[src/rtl/keypad_pkg.sv]
// Shared types, constants and row/column decode helpers for the 4x4 keypad scanner.
package keypad_pkg;

  typedef enum logic [1:0] {
    SCAN    = 2'd0,
    CONFIRM = 2'd1,
    RELEASE = 2'd2
  } scan_state_t;

  localparam int          NUM_ROWS  = 4;
  localparam int          NUM_COLS  = 4;
  localparam logic [3:0]  COL_RESET = 4'b1110;
  localparam logic [3:0]  ROWS_IDLE = 4'hF;

  // Position of the low bit in an active-low one-hot nibble (0 when not one-hot).
  function automatic logic [1:0] low_index(input logic [3:0] v);
    logic [1:0] idx;
    case (v)
      4'b1110: idx = 2'd0;
      4'b1101: idx = 2'd1;
      4'b1011: idx = 2'd2;
      4'b0111: idx = 2'd3;
      default: idx = 2'd0;
    endcase
    return idx;
  endfunction

  // {onehot_ok, idx}: onehot_ok is set only when exactly one row is pulled low.
  function automatic logic [2:0] row_encode(input logic [3:0] rows);
    logic ok;
    case (rows)
      4'b1110, 4'b1101, 4'b1011, 4'b0111: ok = 1'b1;
      default:                            ok = 1'b0;
    endcase
    return {ok, low_index(rows)};
  endfunction

endpackage

[src/rtl/keypad_scanner.sv]
// 4x4 keypad column scanner: settles each column, confirms a stable press,
// emits one key event per press and waits for a clean release before moving on.
module keypad_scanner
  import keypad_pkg::*;
#(
  parameter int SETTLE_CYC  = 8,
  parameter int PRESS_CYC   = 16,
  parameter int RELEASE_CYC = 16
) (
  input  logic       clk,
  input  logic       rst_n,
  input  logic [3:0] filas_in,
  input  logic       estable_in,
  output logic [3:0] columnas_out,
  output logic [3:0] tecla_out,
  output logic       tecla_valida
);

  localparam int MAX_AB  = (SETTLE_CYC > PRESS_CYC) ? SETTLE_CYC : PRESS_CYC;
  localparam int MAX_CYC = (MAX_AB > RELEASE_CYC) ? MAX_AB : RELEASE_CYC;
  localparam int CNT_W   = $clog2(MAX_CYC + 1);

  localparam logic [CNT_W-1:0] CNT_ZERO     = {CNT_W{1'b0}};
  localparam logic [CNT_W-1:0] CNT_ONE      = CNT_W'(1);
  localparam logic [CNT_W-1:0] SETTLE_LAST  = CNT_W'(SETTLE_CYC - 1);
  localparam logic [CNT_W-1:0] PRESS_LAST   = CNT_W'(PRESS_CYC - 1);
  localparam logic [CNT_W-1:0] RELEASE_LAST = CNT_W'(RELEASE_CYC - 1);

  scan_state_t      state_r, state_s;
  logic [CNT_W-1:0] cnt_r, cnt_s;
  logic [3:0]       col_r, col_s;
  logic [3:0]       seen_r, seen_s;
  logic [3:0]       tecla_r, tecla_s;
  logic             valid_r, valid_s;
  logic [2:0]       row_enc_s;
  logic [3:0]       col_next_s;

  // State, counter, column ring and output registers.
  always_ff @(posedge clk or negedge rst_n) begin
    if (!rst_n) begin
      state_r <= SCAN;
      cnt_r   <= CNT_ZERO;
      col_r   <= COL_RESET;
      seen_r  <= ROWS_IDLE;
      tecla_r <= 4'h0;
      valid_r <= 1'b0;
    end else begin
      state_r <= state_s;
      cnt_r   <= cnt_s;
      col_r   <= col_s;
      seen_r  <= seen_s;
      tecla_r <= tecla_s;
      valid_r <= valid_s;
    end
  end

  // Next-state decode; the valid pulse defaults low so it lasts one cycle only.
  always_comb begin
    state_s    = state_r;
    cnt_s      = cnt_r;
    col_s      = col_r;
    seen_s     = seen_r;
    tecla_s    = tecla_r;
    valid_s    = 1'b0;
    row_enc_s  = row_encode(filas_in);
    col_next_s = {col_r[2:0], col_r[3]};

    case (state_r)
      SCAN: begin
        if (cnt_r != SETTLE_LAST) begin
          cnt_s = cnt_r + CNT_ONE;
        end else if (estable_in) begin
          if (filas_in == ROWS_IDLE) begin
            col_s = col_next_s;
            cnt_s = CNT_ZERO;
          end else begin
            seen_s  = filas_in;
            cnt_s   = CNT_ZERO;
            state_s = CONFIRM;
          end
        end else begin
          cnt_s = cnt_r;
        end
      end

      CONFIRM: begin
        if (estable_in && (filas_in == seen_r) && (filas_in != ROWS_IDLE)) begin
          if (cnt_r == PRESS_LAST) begin
            // Ghosted / multi-key patterns are swallowed but still need a release.
            if (row_enc_s[2]) begin
              tecla_s = {row_enc_s[1:0], low_index(col_r)};
              valid_s = 1'b1;
            end else begin
              tecla_s = tecla_r;
            end
            cnt_s   = CNT_ZERO;
            state_s = RELEASE;
          end else begin
            cnt_s = cnt_r + CNT_ONE;
          end
        end else begin
          cnt_s   = CNT_ZERO;
          state_s = SCAN;
        end
      end

      RELEASE: begin
        if (estable_in && (filas_in == ROWS_IDLE)) begin
          if (cnt_r == RELEASE_LAST) begin
            col_s   = col_next_s;
            cnt_s   = CNT_ZERO;
            state_s = SCAN;
          end else begin
            cnt_s = cnt_r + CNT_ONE;
          end
        end else begin
          cnt_s = CNT_ZERO;
        end
      end

      default: begin
        state_s = SCAN;
        cnt_s   = CNT_ZERO;
        col_s   = COL_RESET;
      end
    endcase
  end

  assign columnas_out = col_r;
  assign tecla_out    = tecla_r;
  assign tecla_valida = valid_r;

endmodule

[config.mk]
export PLATFORM = sky130hd
export DESIGN_NAME = keypad_scanner
export DESIGN_NICKNAME = d
export VERILOG_FILES = /design/src/rtl/keypad_pkg.sv /design/src/rtl/keypad_scanner.sv
export SDC_FILE = /design/constraint.sdc
export NUM_CORES = 1
export LEC_CHECK = 0
export ABC_AREA = 1
export BUFFER_PORTS_ARGS = -buffer_cell sky130_fd_sc_hd__buf_2
export CAP_MARGIN = 10
export CORE_MARGIN = 2
export CORE_UTILIZATION = 60
export DETAILED_ROUTE_END_ITERATION = 8
export GPL_TIMING_DRIVEN = 1
export PLACE_DENSITY_LB_ADDON = 0.08
export SYNTH_ARGS = -nofsm -noshare
export SYNTH_HDL_FRONTEND = slang
export SYNTH_SLANG_ARGS = --single-unit
export TNS_END_PERCENT = 1
[constraint.sdc]
create_clock -name clk -period 5.26 [get_ports clk]
set_input_delay 1.052 -clock clk [delete_from_list [all_inputs] [get_ports clk]]
set_output_delay 1.052 -clock clk [all_outputs]
set_load 0.1 [all_outputs]
## After elaboration in Yosys (flattened, before gate mapping)

Cells that the tools add are included.

- Multiplexer cells: 27
- Bitwise logic cells: 3
- Add/subtract/negate cells: 1
- Equal/unequal tests: 22
- Reductions and logical operators: 9

Operators with widths:

| cell | number |
|---|---|
| $mux W5 | 5 |
| $eq A4 B4 Y1 const B | 6 |
| $mux W4 | 5 |
| $pmux W2 S3 | 3 |
| $pmux W5 S3 | 1 |
| $mux W2 | 7 |
| $ne A2 B2 Y1 const B | 6 |
| $pmux W4 S3 | 1 |
| $reduce_and A6 Y1 | 2 |
| $eq A4 B3 Y1 const B | 2 |
| $reduce_and A4 Y1 | 2 |
| $ne A3 B3 Y1 const B | 2 |
| $add A5 B1 Y5 const B | 1 |
| $eq A5 B4 Y1 const B | 1 |
| $mux W1 | 5 |
| $ne A5 B3 Y1 const B | 1 |
| $eq A4 B4 Y1 | 1 |
| $ne A4 B4 Y1 const B | 1 |
| $reduce_or A4 Y1 | 1 |
| $logic_and A1 B1 Y1 | 3 |
| $not A1 Y1 | 3 |
| $eq A2 B1 Y1 const B | 1 |
| $eq A2 B2 Y1 const B | 1 |
| $logic_not A2 Y1 | 1 |

- Word-level logic and storage cells: 68
- Output and inout port bits: 9
- Bits of input ports: 7
- Register bits: 20

## Logic depth before layout (Yosys ltp)

- Depth after elaboration: 7
- Gate-level depth with buffers: 10
- Depth with buffers taken out: 9

## Worst setup path after synthesis

No wires, ideal clock.

- Kind: register to output
- Start: register col_r[0], in the netlist columnas_out[0]
- End: output port columnas_out[0]
- Cell stages (with the launch flop): 1
- Buffers on the path: 0
- Arrival time: 935 ps
- Required time: 4208 ps
- Setup slack: 3273 ps
- Cells stage by stage: dfrtp_1

RTL lines:

| element | RTL line | text |
|---|---|---|
| start, declared | keypad_scanner.sv:31 | `logic [3:0] col_r, col_s;` |
| start signal, assigned | keypad_scanner.sv:50 | `col_r <= col_s;` |
| end, declared | keypad_scanner.sv:14 | `output logic [3:0] columnas_out,` |

No word-level cell between the ends.

## Final worst setup path

- Start: register col_r[3], in the netlist columnas_out[3]
- End: output port columnas_out[3]

No word-level cell between the ends.

==> out/results.tsv <==
stage	metric	value	unit
cells_and_area	nFillCells	166	
synthesis	synthArstFlopShare	100	%
pwr	p_int	340	uW
worst_setup_path	cp_max_fo	6	
timing	clock_skew	0.00376	ns
grt	gr-usage-met2	43.1	%
die	num_io_pins	16	
grt	grt_overflow	0	
die	rows	16	
synthesis	ys_seq_area_share	40.5	%
worst_setup_path	critical_path_arrival	1.34	ns
run_status	status	finished clean	
die	dieHeight	49.8	um
route	drt_iter0_markers	48	
worst_setup_path	cp_num_buf_inv	1	
clock_network	cts.repair.resized	0	
timing	min_period	2.39	ns
worst_setup_path	crit_family	flip-flops	
worst_setup_path	worstSetupPathType	reg -> out	
worst_setup_path	worstReg2RegEnd	columnas_out[0]	
grt	grt_max_degree	21	
clock_network	clk_pin_slew_worst_paths	0.12	ns
clock_network	htreeDepth	1	
clock_network	ctsHoldBuffers	0	
synthesis	netlist_instances	178	
cells_and_area	seq_area	509	sq um
synthesis	ys_ff_latch	20	
grt	busiest_layer	met2	
pwr	switching_share	36.8	%
pwr	power_density	381	mW/mm^2
timing	fin_setup_tns	0	ns
worst_setup_path	cp_cell_sequence	buf_2	
synthesis	ys_warn_count	0	
route	vias	1164	
timing	fmaxAchievable	418	MHz
pwr	power.share.clock	23.7	%
grt	grt_pass1_wl	4540	um
synthesis	synth_nets	188	
pwr	p_switching	198	uW
worst_setup_path	slowest_stage	dfstp_2	
route	drt_wl_total	2620	um
worst_hold_path	hold_end	columnas_out[2]	
die	die_x	49.8	um
clock_network	postCtsSetupBuffers	0	
route	wl_per_cell	11.7	um
grt	grt_use_total	24.0	%
die	coreArea	0.00196	sq mm
timing	slew_headroom	67.8	%
pwr	peakVddDrop	0.274	mV
worst_hold_path	hold_class	reg -> reg	
worst_setup_path	required	4.21	ns
synthesis	synth_top_area_share	25.9	%
route	postRouteAntennaNets	0	
worst_hold_path	hold_depth	2	
synthesis	synth_edf_count	0	
grt	antenna_found_initial	0	
placement	hpwl	2020	um
worst_setup_path	start_kind	flip-flop	
timing	drv_slew	0	
die	initial_core_util	64.1	%
worst_setup_path	r2r_start	cnt_r[0]	
synthesis	yosysUniqueCellTypes	23	
run	max_cap_viol_count	0	
timing	setup_viol	0	
route	drc_errors	0	
timing	worst_pin_slew	0.487	ns
synthesis	synth_area_leader_cell	dfrtp_1	
worst_setup_path	r2r_slack	3.18	ns
synthesis	synth_most_common_cell	nand2_1	
worst_setup_path	max_stage_delay	0.60	ns
worst_hold_path	hold_start	columnas_out[2]	
worst_setup_path	ff2ff_path_depth	9	
cells_and_area	area_growth	12.4	%
pwr	p_comb_share	31.9	%
route	dr.pass1.iters	5	
worst_setup_path	cp-end-kind	output port	
cells_and_area	drive_gt1_share	20.4	%
cells_and_area	n_antenna_cell	0	
placement	placed_area	0.00136	sq mm
synthesis	syn_avg_cell_area	7.06	sq um
pwr	seq_power_share	44.3	%
synthesis	synth_common_cells	62 x nand2_1, 28 x inv_1, 15 x nor2_1	
grt	met1_usage	28.1	%
cells_and_area	fin_area	0.00141	sq mm
synthesis	netlist_area	0.00126	sq mm
grt	grt_pass1_vias	1152	
clock_network	cts_tree	done	
clock_network	clock-sinks	20	
cells_and_area	final_nets	207	
pwr	p_leak	0.000759	uW
timing	timing.final.crit_share	45.5	%
clock_network	cts_root_buf	clkbuf_4	
cells_and_area	multi_input_area	634	sq um
route	via_per_inst	5.22	
placement	io_buffer_count	15	
die	die_area	0.00248	sq mm
clock_network	clockBufferDepth	2	
synthesis	synthTopCellsByArea	dfrtp_1 26%, nand2_1 19%, dfstp_2 15%, inv_1 8.4%, nor2_1 4.5%	
clock_network	clk_latency	0.30	ns
synthesis	synth_ff_type	dfrtp_1	
timing	grt_setup_unrepaired	false	
grt	met3_usage	3.33	%
clock_network	cts_buffers	3	
timing	finalHoldViolations	0	
placement	globalplace.congestion	0.920	
worst register-to-register path, cell delays in order (launching register included):
cell     delay (ns)
dfrtp_1        0.42
ha_1           0.19
nand2_1        0.12
nor2_1         0.15
ha_1           0.36
inv_1          0.14
o31ai_4        0.35
nand2_2        0.13
nand2_1        0.08
nand2_1        0.05
sequential cells by signal, indices dropped and copies added, names as in the netlist:
signal        count
cnt_r             5
tecla_out         4
seen_r            4
columnas_out      4
state_r           2
tecla_valida      1
logic make-up after synthesis:
family | Yosys count | share of synthesized area [%]
and+or+nand+nor | 107 | 38.2
buffers and inverters | 30 | 9.05
DFF | 20 | 40.5
AOI/OAI and AO/OA | 17 | 8.56
adders and majority gates | 3 | 2.99
xor gates and xnor gates | 1 | 0.697
through the flow:
step	power (uW)	utilization (%)	hold WS, ns	setup WS [ns]	cells
3_3_place_gp	403	69.4	0.471	3.16	219
6_report	538	72.1	0.504	2.87	223
3_5_place_dp	413	69.4	0.488	3.13	219
5_1_grt	582	72.1	0.540	2.83	223
4_1_cts	539	72.1	0.506	2.87	223
2_1_floorplan	371	-	0.475	3.27	178
final cells by class:
class | count | area share (%)
flip-flops and latches | 20 | 36.0
well taps | 27 | 2.39
clock buffers | 3 | 1.59
clock inverters | 1 | 2.12
inverters | 29 | 7.70
multi-input cells | 128 | 44.9
repair buffers | 15 | 5.31
power by group through the flow:
stage / combinational (uW) / sequential (uW) / clock (uW)
finish: 172 / 239 / 128
global route: 201 / 246 / 134
CTS: 172 / 238 / 129
detailed placement: 172 / 241 / 0
global placement: 164 / 239 / 0
floorplan: 126 / 245 / 0
placed cells by master (no fill, tap or decap):
master	instances
o31ai_4	1
o21ai_0	7
a21oi_1	6
nor2_4	2
bufinv_16	1
inv_1	28
xor2_1	1
a21oi_2	1
nor2_2	1
o211ai_1	1
buf_2	15
clkbuf_4	3
nor3_1	2
inv_2	1
or2_2	2
nor3_4	1
nand2_2	5
nor2_1	15
ha_1	3
nand3_1	11
dfrtp_1	13
nand2_1	62
o21ai_1	1
dfstp_2	7
nand4_1	6
per-layer routing:
metal,part of all wire (%),vias to the layer above,routed length (um)
li1,-,593,-
met1,45,515,1170
met2,47,51,1240
met3,6.3,5,166
met4,1.3,0,35
met5,0,-,0
how the worst max path moves through the flow:
stage                     from               to  slack [ns]  cells after the start
2_1_floorplan  columnas_out[0]  columnas_out[0]        3.27                      0
3_3_place_gp       filas_in[0]         cnt_r[2]        3.16                      9
3_5_place_dp       filas_in[3]     tecla_out[3]        3.13                      9
4_1_cts        columnas_out[2]  columnas_out[2]        2.87                      1
5_1_grt        columnas_out[2]  columnas_out[2]        2.83                      1
6_report       columnas_out[3]  columnas_out[3]        2.87                      1
Note: power is estimated with default switching activity, not from simulation.
